## src/rtl/ntt_stage_addr_gen.sv

```systemverilog
// Per-stage NTT butterfly scheduler: two butterflies per beat, N/4 beats per pass, zeta_valid one cycle after each accept.
// Outputs are registered and valid one cycle after start; they are held bit-stable while out_ready is low.
module ntt_stage_addr_gen #(
    parameter int NTT_STAGE_CNT = 8,
    parameter int STAGE         = 0
) (
    input  logic                     clk,
    input  logic                     rst_n,
    input  logic                     start,
    input  logic                     out_ready,
    output logic                     out_valid,
    output logic [NTT_STAGE_CNT-1:0] idx_a    [2],
    output logic [NTT_STAGE_CNT-1:0] idx_b    [2],
    output logic [NTT_STAGE_CNT-2:0] rom_addr [2],
    output logic                     zeta_valid,
    output logic                     busy,
    output logic                     done
);

    localparam int W  = NTT_STAGE_CNT;
    localparam int KW = W - 2;
    localparam int SH = W - 1 - STAGE;

    localparam logic [W-1:0]  LEN    = W'(1) << SH;
    // At STAGE 0 this wraps to zero, so the mask becomes all ones and the offset is j itself.
    localparam logic [W-2:0]  LEN1   = (W-1)'(1) << SH;
    localparam logic [W-2:0]  OMASK  = LEN1 - (W-1)'(1);
    localparam logic [KW-1:0] K_LAST = '1;

    typedef enum logic {IDLE, RUN} state_t;

    state_t        state;
    logic [KW-1:0] k;
    logic [KW-1:0] k_load;
    logic          accept;
    logic          last;

    logic [W-2:0]  jv    [2];
    logic [W-2:0]  gv    [2];
    logic [W-1:0]  a_nxt [2];
    logic [W-1:0]  b_nxt [2];
    logic [W-2:0]  r_nxt [2];

    assign accept = out_valid & out_ready;
    assign last   = (k == K_LAST);
    assign done   = accept & last;
    assign k_load = (state == RUN) ? k + KW'(1) : '0;

    // Index pair for the beat about to be presented: j = 2k+lane, split into group and offset.
    always_comb begin
        for (int l = 0; l < 2; l++) begin
            jv[l]    = {k_load, l[0]};
            gv[l]    = jv[l] >> SH;
            a_nxt[l] = ({1'b0, gv[l]} << (SH + 1)) | {1'b0, jv[l] & OMASK};
            b_nxt[l] = a_nxt[l] + LEN;
            r_nxt[l] = gv[l];
        end
    end

    always_ff @(posedge clk or negedge rst_n) begin
        if (!rst_n) begin
            state      <= IDLE;
            k          <= '0;
            out_valid  <= 1'b0;
            busy       <= 1'b0;
            zeta_valid <= 1'b0;
            for (int l = 0; l < 2; l++) begin
                idx_a[l]    <= '0;
                idx_b[l]    <= '0;
                rom_addr[l] <= '0;
            end
        end else begin
            zeta_valid <= accept;
            case (state)
                IDLE: begin
                    if (start) begin
                        state     <= RUN;
                        busy      <= 1'b1;
                        out_valid <= 1'b1;
                        k         <= '0;
                        for (int l = 0; l < 2; l++) begin
                            idx_a[l]    <= a_nxt[l];
                            idx_b[l]    <= b_nxt[l];
                            rom_addr[l] <= r_nxt[l];
                        end
                    end
                end
                RUN: begin
                    if (accept) begin
                        if (last) begin
                            state     <= IDLE;
                            busy      <= 1'b0;
                            out_valid <= 1'b0;
                            k         <= '0;
                            for (int l = 0; l < 2; l++) begin
                                idx_a[l]    <= '0;
                                idx_b[l]    <= '0;
                                rom_addr[l] <= '0;
                            end
                        end else begin
                            k <= k_load;
                            for (int l = 0; l < 2; l++) begin
                                idx_a[l]    <= a_nxt[l];
                                idx_b[l]    <= b_nxt[l];
                                rom_addr[l] <= r_nxt[l];
                            end
                        end
                    end
                end
                default: state <= IDLE;
            endcase
        end
    end

endmodule

```

## config.mk

```make
export PLATFORM = sky130hd
export DESIGN_NAME = ntt_stage_addr_gen
export DESIGN_NICKNAME = d
export VERILOG_FILES = /design/src/rtl/ntt_stage_addr_gen.sv
export SDC_FILE = /design/constraint.sdc
export NUM_CORES = 1
export LEC_CHECK = 0
export ABC_AREA = 1
export CORE_ASPECT_RATIO = 1.5
export CORE_MARGIN = 2
export CORE_UTILIZATION = 50
export DETAILED_ROUTE_END_ITERATION = 8
export DONT_BUFFER_PORTS = 1
export PLACE_DENSITY = 0.63
export SYNTH_ARGS = -nofsm -noshare
export SYNTH_HDL_FRONTEND = slang
export SYNTH_SLANG_ARGS = --single-unit
```

## constraint.sdc

```tcl
create_clock -name clk -period 3.2 [get_ports clk]
set_input_delay 0.32 -clock clk [delete_from_list [all_inputs] [get_ports clk]]
set_output_delay 0.32 -clock clk [all_outputs]
set_load 0.1 [all_outputs]
```

==> flow_summary_export.csv <==
group,metric,value,unit
run_status,status,"finished, final reports clean",
critical_path,crit_path_end_kind,"output pin",
floorplan,die_y,58.7,µm
critical_path,path_max_fanout,3,
cts,cts_tree,"done",
placed_design,io_buffers,0,
synthesis,ys_warn_count,0,
global_routing,grt_pass1_vias,535,
critical_path,slowest_stage,"dfrtp_4",
placed_design,place_area,831,µm²
synthesis,synth.distinct_cells,16,
placed_design,gp_congestion,0.763,
synthesis,synth-seq-cells,15,
sta,maxSlewViolCount,0,
route,met1_length,589,µm
synthesis,avgSynthCellArea,8.16,µm²
sta,rsz0062_at_grt,"false",
cts,cts_sinks,15,
critical_path,startpoint_type,"flop",
synthesis,synthAdderAreaFrac,1.26,%
floorplan,start_util,53.7,%
cts,cts_setup_buffers,0,
synthesis,synth.area.top_cells,"dfrtp_1 38%, buf_4 31%, nand2_1 12%",
critical_path,cp.required,2880,ps
sta,tightest_slew,1110,ps
synthesis,synth_compound_area_share,3.77,%
global_routing,antenna_found_initial,0,
critical_path,max_stage_delay,420,ps
global_routing,grt_use_total,13.9,%
floorplan,core_area,1850,µm²
hold_path,hp-class,"in -> reg",
cts,cts_resized,0,
cts,cts_root_buffer,"clkbuf_4",
sta,setup_violations,0,
critical_path,worstSetupPathType,"reg -> out",
route,routed_wl,1470,µm
critical_path,crit_arrival,1570,ps
cts,cts_buffers,3,
sta,fmax,528,MHz
floorplan,num_rows,19,
route,wl_per_cell,11.6,µm
floorplan,io_pins,54,
synthesis,yosys.area_share.simple,21.5,%
route,vias_per_cell,4.48,
sta,clock_skew,3.89,ps
route,top_layer,"met4",
placed_design,dp_hpwl,1110,µm
layout,fin_area,867,µm²
route,antenna_left,0,
route,met2_length,755,µm
critical_path,cp_cell_sequence,"ha_1, nand2_1, inv_1, nand3_1, nor2_2, buf_4",
sta,hold_viol,0,
sta,post-route-period-util,59.2,%
run,cap_violations,0,
synthesis,synth_area,996,µm²
floorplan,die-area,2370,µm²
sta,relSlewSlack,25.9,%
layout,layout-drive-gt1-share,22.6,%
sta,setup_tns,0,ps
sta,fin_crit,1890,ps
layout,syn_to_final_growth,-12.9,%
layout,fin_nets,112,
route,vias,569,
route,wl_met3,99,µm
cts,clk_path_buf_depth,2,
synthesis,synth.top_cell.area_share,37.7,%
synthesis,synthCells,122,
global_routing,grt_overflow,0,
synthesis,synth_xor_area_share,0,%
route,drt_iter0_drc,8,
layout,diodes,0,
cts,cts_max_level,1,
synthesis,synthMuxAreaShare,0,%
synthesis,seq_area_frac_synth,37.7,%
placed_design,post-place-ws,1530,ps
floorplan,die_w,40.4,µm
layout,final_util,46.8,%
global_routing,grt_max_degree,16,
synthesis,synth_top_family_by_area,"buffers and inverters",
route,drcViolationCount,0,
cts,insertion_delay,280,ps
cts,cts_hold_buf,1,
cts,clk_pin_slew_worst_paths,90,ps
route,firstDrtPassIters,4,
sta,finalWorstSetupSlack,1310,ps
synthesis,yosysTopAreaCell,"dfrtp_1",
global_routing,grt_pass1_wl,2250,µm
## cell usage after synthesis, drive strengths merged
| master | n |
|---|---|
| nor2 | 6 |
| nand2 | 33 |
| dfrtp | 15 |
| nand3 | 7 |
| conb | 1 |
| ha | 1 |
| buf | 41 |
| o211ai | 1 |
| inv | 12 |
| o21bai | 1 |
| o21a | 1 |
| o21ai | 3 |
## state kept, by name (all words and copies together), names as in the netlist
| name | count |
|---|---|
| idx_b | 6 |
| k | 6 |
| busy | 1 |
| state | 1 |
| zeta_valid | 1 |
## cell type report
| class | instances | area, µm² |
|---|---|---|
| timing repair buffer | 4 | 32.5 |
| fill | 194 | 987 |
| multi-input combinational | 71 | 334 |
| tap | 21 | 26.3 |
| inverter | 12 | 45.0 |
| sequential | 15 | 403 |
| clock buffer | 4 | 26.3 |
## worst max-delay path, delay by kind of cell, from the launching register on
kind | cells | cell delay, ps
DFF | 1 | 420
and+or+nand+nor | 3 | 300
adders and majority gates | 1 | 200
buffers and inverters | 2 | 370
## cells by family after synthesis
group / count (synthesis)
adders and majority gates: 1
and+or+nand+nor: 46
buffers and inverters: 53
other: 1
AOI/OAI and AO/OA: 6
DFF: 15
## placed cells by master (no fill, tap or decap)
cell type | Yosys | final
inv_1 | 9 | 9
dlygate4sd3_1 | 0 | 1
dfrtp_2 | 0 | 1
o211ai_1 | 1 | 1
nor2_1 | 3 | 2
o21a_1 | 1 | 1
conb_1 | 1 | 18
dfrtp_1 | 15 | 7
o21ai_0 | 3 | 3
dfrtp_4 | 0 | 7
o21bai_1 | 1 | 1
buf_4 | 41 | 3
nand3_2 | 1 | 1
nand3_1 | 6 | 6
nor2_4 | 3 | 3
clkbuf_1 | 0 | 1
ha_1 | 1 | 1
nor2_2 | 0 | 1
nand2_2 | 2 | 2
inv_2 | 3 | 3
clkbuf_4 | 0 | 3
nand2_1 | 31 | 31
## per-stage QoR
step                      hold WS [ps]  cells
final                              224    127
after detailed placement          24.8    122
after CTS                          227    127
after floorplan                   24.4    139
after global placement            24.7    122
after global routing               219    127
## path summary, 6_finish.rpt
kind | slack (ps) | endpoint | cells after the start | start
max | 1310 | done | 6 | k[0]
min | 220 | zeta_valid | 2 | out_ready
max reg2reg | 1520 | k[0] | 4 | k[0]
min reg2reg | 550 | k[1] | 2 | k[1]
max in group asynchronous | 2200 | idx_b[6] | 1 | rst_n
min in group asynchronous | 500 | idx_b[3] | 1 | rst_n
## metal layers
metal	up-vias	GRT usage, %
met5	-	0
met4	0	9.05
met3	2	2.26
met2	22	22.9
met1	263	15.3
li1	282	-
Power is not shown: default switching activity piles up to over one toggle a cycle in this logic, so the estimate is an artifact.
